[src/rtl/sram_req_arbiter_if.sv]
// One req/addr_ok/data_ok split-transaction SRAM port.
// The requester drives the master side and the responder drives the slave side.
interface sram_req_arbiter_if #(
  parameter int ADDR_W = 32,
  parameter int DATA_W = 32
);
  logic              req;
  logic              wr;
  logic [1:0]        size;
  logic [ADDR_W-1:0] addr;
  logic [3:0]        wstrb;
  logic [DATA_W-1:0] wdata;
  logic              addr_ok;
  logic              data_ok;
  logic [DATA_W-1:0] rdata;

  modport master (
    output req, wr, size, addr, wstrb, wdata,
    input  addr_ok, data_ok, rdata
  );

  modport slave (
    input  req, wr, size, addr, wstrb, wdata,
    output addr_ok, data_ok, rdata
  );
endinterface

[src/rtl/sram_req_arbiter.sv]
// Shares one SRAM-like port between the instruction and data requesters.
// An in-order ID FIFO routes each response back to the requester that issued it.
module sram_req_arbiter #(
  parameter int ADDR_W    = 32,
  parameter int DATA_W    = 32,
  parameter int MAX_OUTST = 2
) (
  input  logic            clk,
  input  logic            resetn,
  sram_req_arbiter_if.slave  inst,
  sram_req_arbiter_if.slave  data,
  sram_req_arbiter_if.master mem
);
  localparam int PTR_W = (MAX_OUTST > 1) ? $clog2(MAX_OUTST) : 1;
  localparam int CNT_W = $clog2(MAX_OUTST + 1);
  localparam logic [PTR_W-1:0] LAST_PTR = PTR_W'(MAX_OUTST - 1);
  localparam logic [CNT_W-1:0] FULL_CNT = CNT_W'(MAX_OUTST);

  typedef enum logic [1:0] {IDLE, HOLD_I, HOLD_D} state_t;

  state_t            state_reg, state_next;
  logic              id_mem [MAX_OUTST];
  logic [PTR_W-1:0]  wr_ptr_reg, rd_ptr_reg;
  logic [CNT_W-1:0]  count_reg;

  logic              sel_data, sel_req, fifo_full, fifo_empty;
  logic              mem_req_int, push, pop, head_id;
  logic [ADDR_W-1:0] sel_addr;
  logic [DATA_W-1:0] sel_wdata;

  function automatic logic [PTR_W-1:0] ptr_inc(input logic [PTR_W-1:0] p);
    return (p == LAST_PTR) ? '0 : p + 1'b1;
  endfunction

  // A held grant pins the mux to its owner until the address phase is taken.
  always_comb begin
    sel_data = 1'b0;
    unique case (state_reg)
      HOLD_I:  sel_data = 1'b0;
      HOLD_D:  sel_data = 1'b1;
      default: sel_data = data.req;
    endcase
  end

  assign sel_req    = sel_data ? data.req : inst.req;
  assign fifo_full  = (count_reg == FULL_CNT);
  assign fifo_empty = (count_reg == '0);

  // Full blocks the request even when a pop lands this cycle: no data_ok -> req path.
  assign mem_req_int = resetn & sel_req & ~fifo_full;
  assign push        = mem_req_int & mem.addr_ok;
  assign pop         = resetn & mem.data_ok & ~fifo_empty;
  assign head_id     = id_mem[rd_ptr_reg];

  assign sel_addr  = sel_data ? data.addr  : inst.addr;
  assign sel_wdata = sel_data ? data.wdata : inst.wdata;

  assign mem.req   = mem_req_int;
  assign mem.wr    = sel_data ? data.wr    : inst.wr;
  assign mem.size  = sel_data ? data.size  : inst.size;
  assign mem.wstrb = sel_data ? data.wstrb : inst.wstrb;
  assign mem.addr  = sel_addr;
  assign mem.wdata = sel_wdata;

  assign inst.addr_ok = push & ~sel_data;
  assign data.addr_ok = push &  sel_data;
  assign inst.data_ok = pop  & ~head_id;
  assign data.data_ok = pop  &  head_id;
  assign inst.rdata   = mem.rdata;
  assign data.rdata   = mem.rdata;

  always_comb begin
    state_next = state_reg;
    unique case (state_reg)
      IDLE: begin
        if (sel_req && !fifo_full && !mem.addr_ok)
          state_next = sel_data ? HOLD_D : HOLD_I;
      end
      HOLD_I:  if (push || !inst.req) state_next = IDLE;
      HOLD_D:  if (push || !data.req) state_next = IDLE;
      default: state_next = IDLE;
    endcase
  end

  always_ff @(posedge clk or negedge resetn) begin
    if (!resetn) begin
      state_reg  <= IDLE;
      wr_ptr_reg <= '0;
      rd_ptr_reg <= '0;
      count_reg  <= '0;
    end else begin
      state_reg <= state_next;
      if (push) wr_ptr_reg <= ptr_inc(wr_ptr_reg);
      if (pop)  rd_ptr_reg <= ptr_inc(rd_ptr_reg);
      unique case ({push, pop})
        2'b10:   count_reg <= count_reg + CNT_W'(1);
        2'b01:   count_reg <= count_reg - CNT_W'(1);
        default: count_reg <= count_reg;
      endcase
    end
  end

  // ID storage needs no reset: entries are only read between push and pop.
  always_ff @(posedge clk) begin
    if (push) id_mem[wr_ptr_reg] <= sel_data;
  end
endmodule

[src/flat_wrapper.sv]
// flat-port wrapper written by rule: the top's interface ports become plain ports
module sram_req_arbiter_flat 
#(
  parameter int ADDR_W    = 32,
  parameter int DATA_W    = 32,
  parameter int MAX_OUTST = 2
)
  (clk, resetn, inst_req, inst_wr, inst_size, inst_addr, inst_wstrb, inst_wdata, inst_addr_ok, inst_data_ok, inst_rdata, data_req, data_wr, data_size, data_addr, data_wstrb, data_wdata, data_addr_ok, data_data_ok, data_rdata, mem_req, mem_wr, mem_size, mem_addr, mem_wstrb, mem_wdata, mem_addr_ok, mem_data_ok, mem_rdata);
  sram_req_arbiter_if #(.ADDR_W(ADDR_W), .DATA_W(DATA_W)) inst_i ();
  sram_req_arbiter_if #(.ADDR_W(ADDR_W), .DATA_W(DATA_W)) data_i ();
  sram_req_arbiter_if #(.ADDR_W(ADDR_W), .DATA_W(DATA_W)) mem_i ();
  input  logic clk;
  input  logic resetn;
  input wire logic [$bits(inst_i.req)-1:0] inst_req;
  input wire logic [$bits(inst_i.wr)-1:0] inst_wr;
  input wire logic [$bits(inst_i.size)-1:0] inst_size;
  input wire logic [$bits(inst_i.addr)-1:0] inst_addr;
  input wire logic [$bits(inst_i.wstrb)-1:0] inst_wstrb;
  input wire logic [$bits(inst_i.wdata)-1:0] inst_wdata;
  output wire logic [$bits(inst_i.addr_ok)-1:0] inst_addr_ok;
  output wire logic [$bits(inst_i.data_ok)-1:0] inst_data_ok;
  output wire logic [$bits(inst_i.rdata)-1:0] inst_rdata;
  input wire logic [$bits(data_i.req)-1:0] data_req;
  input wire logic [$bits(data_i.wr)-1:0] data_wr;
  input wire logic [$bits(data_i.size)-1:0] data_size;
  input wire logic [$bits(data_i.addr)-1:0] data_addr;
  input wire logic [$bits(data_i.wstrb)-1:0] data_wstrb;
  input wire logic [$bits(data_i.wdata)-1:0] data_wdata;
  output wire logic [$bits(data_i.addr_ok)-1:0] data_addr_ok;
  output wire logic [$bits(data_i.data_ok)-1:0] data_data_ok;
  output wire logic [$bits(data_i.rdata)-1:0] data_rdata;
  output wire logic [$bits(mem_i.req)-1:0] mem_req;
  output wire logic [$bits(mem_i.wr)-1:0] mem_wr;
  output wire logic [$bits(mem_i.size)-1:0] mem_size;
  output wire logic [$bits(mem_i.addr)-1:0] mem_addr;
  output wire logic [$bits(mem_i.wstrb)-1:0] mem_wstrb;
  output wire logic [$bits(mem_i.wdata)-1:0] mem_wdata;
  input wire logic [$bits(mem_i.addr_ok)-1:0] mem_addr_ok;
  input wire logic [$bits(mem_i.data_ok)-1:0] mem_data_ok;
  input wire logic [$bits(mem_i.rdata)-1:0] mem_rdata;
  assign inst_i.req = inst_req;
  assign inst_i.wr = inst_wr;
  assign inst_i.size = inst_size;
  assign inst_i.addr = inst_addr;
  assign inst_i.wstrb = inst_wstrb;
  assign inst_i.wdata = inst_wdata;
  assign inst_addr_ok = inst_i.addr_ok;
  assign inst_data_ok = inst_i.data_ok;
  assign inst_rdata = inst_i.rdata;
  assign data_i.req = data_req;
  assign data_i.wr = data_wr;
  assign data_i.size = data_size;
  assign data_i.addr = data_addr;
  assign data_i.wstrb = data_wstrb;
  assign data_i.wdata = data_wdata;
  assign data_addr_ok = data_i.addr_ok;
  assign data_data_ok = data_i.data_ok;
  assign data_rdata = data_i.rdata;
  assign mem_req = mem_i.req;
  assign mem_wr = mem_i.wr;
  assign mem_size = mem_i.size;
  assign mem_addr = mem_i.addr;
  assign mem_wstrb = mem_i.wstrb;
  assign mem_wdata = mem_i.wdata;
  assign mem_i.addr_ok = mem_addr_ok;
  assign mem_i.data_ok = mem_data_ok;
  assign mem_i.rdata = mem_rdata;
  sram_req_arbiter #(.ADDR_W(ADDR_W), .DATA_W(DATA_W), .MAX_OUTST(MAX_OUTST)) u_core (.clk(clk), .resetn(resetn), .inst(inst_i), .data(data_i), .mem(mem_i));
endmodule
[config.mk]
export PLATFORM = sky130hd
export DESIGN_NAME = sram_req_arbiter_flat
export DESIGN_NICKNAME = d
export VERILOG_FILES = /design/src/rtl/sram_req_arbiter_if.sv /design/src/rtl/sram_req_arbiter.sv /design/src/flat_wrapper.sv
export SDC_FILE = /design/constraint.sdc
export NUM_CORES = 1
export LEC_CHECK = 0
export ABC_AREA = 1
export BUFFER_PORTS_ARGS = -buffer_cell sky130_fd_sc_hd__buf_4
export CAP_MARGIN = 20
export CORE_AREA = 2 2 125 127
export CTS_CLUSTER_SIZE = 14
export DETAILED_ROUTE_END_ITERATION = 10
export DIE_AREA = 0 0 127 129
export GPL_ROUTABILITY_DRIVEN = 0
export SYNTH_ARGS = -nofsm -noshare
export SYNTH_HDL_FRONTEND = slang
export SYNTH_SLANG_ARGS = --single-unit
[constraint.sdc]
create_clock -name clk -period 5.47 [get_ports clk]
set_input_delay 0.547 -clock clk [delete_from_list [all_inputs] [get_ports clk]]
set_output_delay 0.547 -clock clk [all_outputs]
set_load 0.01 [all_outputs]
; Word-level counts from Yosys, hierarchy flattened
; Memories as Yosys holds them, arrays and structs flattened.
; Cells that the tools add are included.
[word_totals]
regBits = 6
mem_bits_rw = 2
elab_cells = 59
mem_count = 1
[op_classes]
n_addsub = 4
eq_ne = 8
n_mux = 17
bitwise_logic = 13
reduce_logical = 12
[mem_list]
columns = memory, depth, word_bits, rd, rd_clocked_by_memory_dff, wr, line
row1 = u_core.id_mem, 2, 1, 1, 0, 1, sram_req_arbiter.sv:22  ; logic id_mem [MAX_OUTST];
[ops]
columns = operator, count
row1 = 32-bit 2-to-1 mux, 2
row2 = 2-bit 2-to-1 mux, 5
row3 = 1-bit bitwise AND, 9
row4 = "2-bit equality test, second input constant", 3
row5 = 1-bit 2-to-1 mux, 6
row6 = "2-bit by 1-bit inequality test with 1-bit output, second input constant", 3
row7 = 2-bit one-hot mux with 3 select lines, 1
row8 = "2-bit by 1-bit equality test with 1-bit output, second input constant", 2
row9 = 1-bit logical NOT, 4
row10 = 2-bit logical NOT, 2
row11 = 4-bit 2-to-1 mux, 1
row12 = 1-bit inverter, 4
row13 = 2-bit one-hot mux with 2 select lines, 1
row14 = 3-bit AND reduction, 1
row15 = "1-bit adder, second input constant", 2
row16 = "2-bit by 1-bit adder with 2-bit output, second input constant", 1
row17 = 1-bit logical AND, 2
row18 = 1-bit logical OR, 2
row19 = 1-bit one-hot mux with 2 select lines, 1
row20 = 2-bit nonzero test, 1
row21 = "2-bit by 1-bit subtractor with 2-bit output, second input constant", 1

; Logic depth before layout (Yosys ltp)
[depth]
depth_word = 9
mapped_depth = 10
mapped_depth_nobuf = 10

; Worst setup path before layout
; Ideal clock, no wire load.
[synth_path]
kind = reg-to-output
start = register u_core.state_reg[0]
end = output mem_addr[0]
arrival_time_ns = 1.376
path_slack_ns = 3.547
stages_incl_launch_ff = 10
path_buffers = 2
cell_sequence = dfrtp_1 > inv_1 > ha_1 > inv_1 > nand2_1 > nand2_1 > buf_2 > buf_4 > nand2_1 > nand2_1
[synth_between]
elab_chain_cells = 3
elab_cells_between_ends = 4
classes_between = 2 x eq/ne / 2 x mux
[synth_lines]
columns = element, line
row1 = from (decl), sram_req_arbiter.sv:21  ; state_t state_reg, state_next;
row2 = from (signal assigned), sram_req_arbiter.sv:92  ; state_reg <= state_next;
row3 = 2-bit equality test / 2-bit by 1-bit equality test with 1-bit output (equally long branches), sram_req_arbiter.sv:38  ; unique case (state_reg)
row4 = 1-bit one-hot mux with 2 select lines *, sram_req_arbiter.sv:38
row5 = 32-bit 2-to-1 mux *, sram_req_arbiter.sv:55  ; assign sel_addr = sel_data ? data.addr : inst.addr;
row6 = to (decl), flat_wrapper.sv:35  ; output wire logic [$bits(mem_i.addr)-1:0] mem_addr;
; Every way passes the cells marked *; elsewhere a longest branch is shown, timed or not.

; Final worst setup path
[layout_path]
start = register u_core.state_reg[0]
end = output mem_wdata[24]
[layout_between]
elab_chain_cells = 3
elab_cells_between_ends = 4
classes_between = 2 x eq/ne / 2 x mux
[layout_lines]
columns = element, line
row1 = 2-bit equality test / 2-bit by 1-bit equality test with 1-bit output (equally long branches), sram_req_arbiter.sv:38
row2 = 1-bit one-hot mux with 2 select lines *, sram_req_arbiter.sv:38
row3 = 32-bit 2-to-1 mux *, sram_req_arbiter.sv:56  ; assign sel_wdata = sel_data ? data.wdata : inst.wdata;
row4 = to (decl), flat_wrapper.sv:37  ; output wire logic [$bits(mem_i.wdata)-1:0] mem_wdata;
; Marked as above.

==> results.json <==
{
  "hold_viol_final": 0,
  "hpwlAfterDp_um": 5610,
  "postLayoutSetupSlackWorst_ps": 2520,
  "first_pass_iters": 4,
  "cp-end-kind": "output port",
  "drc": 0,
  "internal-power_mw": 0.691,
  "post-place-ws_ps": 2690,
  "cts.sinks": 8,
  "regToRegStartpoint": "u_core.state_reg[0]$_DFFE_PN0P_",
  "use_met1": 0.0818,
  "status": "completed",
  "initial_core_util": 0.127,
  "fp-row-count": 45,
  "cts_tree": "done",
  "antenna_found_initial": 0,
  "relSlewSlack": 0.487,
  "syn_area_um2": 1900,
  "finalSetupViolations": 0,
  "cap_violations": 0,
  "startpoint_type": "flop",
  "crit_end": "mem_wdata[24]",
  "antenna_cells": 0,
  "io_buffers": 223,
  "p_sw_mw": 0.653,
  "grt_remaining_overflow": 0,
  "yosysWarnings": 0,
  "yosysSeqAreaShare": 0.111,
  "first_iter_violations": 68,
  "routedWlPerCell_um": 10.0,
  "switching_share": 0.486,
  "final_cell_mix": "buf_4 (225), nand2_1 (221), nor2_1 (12), inv_1 (11), dfrtp_1 (6)",
  "tns_ps": 0,
  "finalNetCount": 690,
  "first_global_vias": 2353,
  "skew_ps": 0.472,
  "layout_commonest_cell": "buf_4",
  "stdcell_count": 692,
  "powerDensity_nw_per_um2": 403,
  "syn_inst": 355,
  "rsz0062_at_grt": "no",
  "viasPerCell": 3.61,
  "syn_nets": 539,
  "timing.hold.ws_ps": 142,
  "crit_arrival_ps": 2400,
  "p_leak_nw": 2.02,
  "grt-busiest-layer": "met2",
  "die_width_um": 127,
  "cp.required_ps": 4920,
  "cts_buffers": 3,
  "avgSynthCellArea_um2": 5.35,
  "drv_slew": 0,
  "r2r_setup_slack_ps": 3240,
  "min_period_ps": 2950,
  "comb_power_share": 0.832,
  "reg2reg_to": "u_core.state_reg[1]$_DFFE_PN0P_",
  "clk_path_buf_depth": 2,
  "synth_cell_types": 21,
  "met2_usage": 0.135,
  "die_area_um2": 16400,
  "ir_drop_mv": 0.148,
  "path_class": "reg -> out",
  "die_y_um": 129,
  "dp.cells": 689,
  "coreArea_um2": 15000,
  "crit_path_start": "u_core.state_reg[0]$_DFFE_PN0P_",
  "cts_hold_buf": 0,
  "ios": 320,
  "tightest_slew_ps": 769,
  "cts-root-buf": "clkbuf_16",
  "grt_max_degree": 76,
  "cts_resized": 0,
  "clkTransAtPathRegs_ps": 40,
  "area_growth_pct": 75.4,
  "power_frac_clock": 0.089,
  "use_met3": 0.0212,
  "drive_above_1_share": 0.470,
  "num_vias": 2495,
  "clkLatencyLatePin_ps": 230,
  "critPathMaxFanout": 37,
  "drtAntennaViolNets": 0,
  "drt_wl_total_um": 6940,
  "postCtsSetupRepairBufs": 0,
  "grt_pass1_wl_um": 10200,
  "r2r_cells": 9,
  "grt_usage": 0.0733,
  "ys_ff_latch": 8,
  "cts_max_level": 1,
  "hold_path_class": "in -> async",
  "sequentialPowerShare": 0.080,
  "clock.fmax_mhz": 339,
  "period_share": 0.539
}
## routing by layer
layer	vias to the layer above	part of all wire
li1	1291	-
met1	1021	0.37
met2	160	0.50
met3	23	0.11
met4	0	0.019
met5	-	0
## per-stage QoR
stage / utilization / cell area, um2 / power (mW)
after floorplan: - / 1900 / 0.772
after global placement: 0.217 / 3260 / 1.24
after detailed placement: 0.217 / 3260 / 1.24
after CTS: 0.222 / 3330 / 1.37
after global routing: 0.222 / 3330 / 1.49
final: 0.222 / 3330 / 1.34
## worst max-delay path: stages, from the launching register on
cell	delay (ps)
dfrtp_1	370
inv_1	70
ha_1	300
nand2_1	120
nand2_2	70
inv_2	470
buf_4	460
nand2_1	90
nand2_1	70
buf_4	120
## cells in the mapped netlist (all sizes together)
cell / count / area (um2)
nor2: 14 / 62.6
nand2: 225 / 857
edfxtp: 2 / 60.1
xor2: 3 / 26.3
a21oi: 1 / 5.00
o21ai: 3 / 18.8
inv: 12 / 45.0
xnor2: 1 / 8.76
ha: 4 / 50.1
a22o: 1 / 8.76
buf: 79 / 571
nand3: 3 / 15.0
nand4: 1 / 21.3
dfrtp: 6 / 150
## power groups by stage
stage                     Sequential (mW)  Clock (mW)  Combinational, mW
after floorplan                     0.103           0              0.669
after global placement              0.106           0               1.14
after detailed placement            0.108           0               1.14
after CTS                           0.107       0.122               1.14
after global routing                0.112       0.128               1.25
final                               0.107       0.119               1.12
## how the worst min path moves through the flow
stage                                                 end  slack, ps  cells after the start
after floorplan           u_core.count_reg[0]$_DFFE_PN0P_        250                      0
after global placement      u_core.wr_ptr_reg$_DFFE_PN0N_        380                      1
after detailed placement  u_core.count_reg[1]$_DFFE_PN0P_        380                      1
after CTS                 u_core.count_reg[1]$_DFFE_PN0P_        140                      1
after global routing      u_core.count_reg[1]$_DFFE_PN0P_        140                      1
final                     u_core.count_reg[1]$_DFFE_PN0P_        140                      1
## cell type report
| type | instances | area, um2 |
|---|---|---|
| clock buffer | 3 | 75.1 |
| fill | 1722 | 11600 |
| inverter | 12 | 45.0 |
| multi-input combinational | 256 | 1080 |
| sequential | 8 | 210 |
| tap | 188 | 235 |
| timing repair buffer | 225 | 1690 |
## logic make-up after synthesis
logic type	after synthesis	share of synthesized area
fa+ha+maj	4	0.0264
flops	8	0.111
xor+xnor	4	0.0184
simple gates	243	0.503
buf+inv	91	0.324
compound gates	5	0.0171
(Power assumes the default switching activity.)
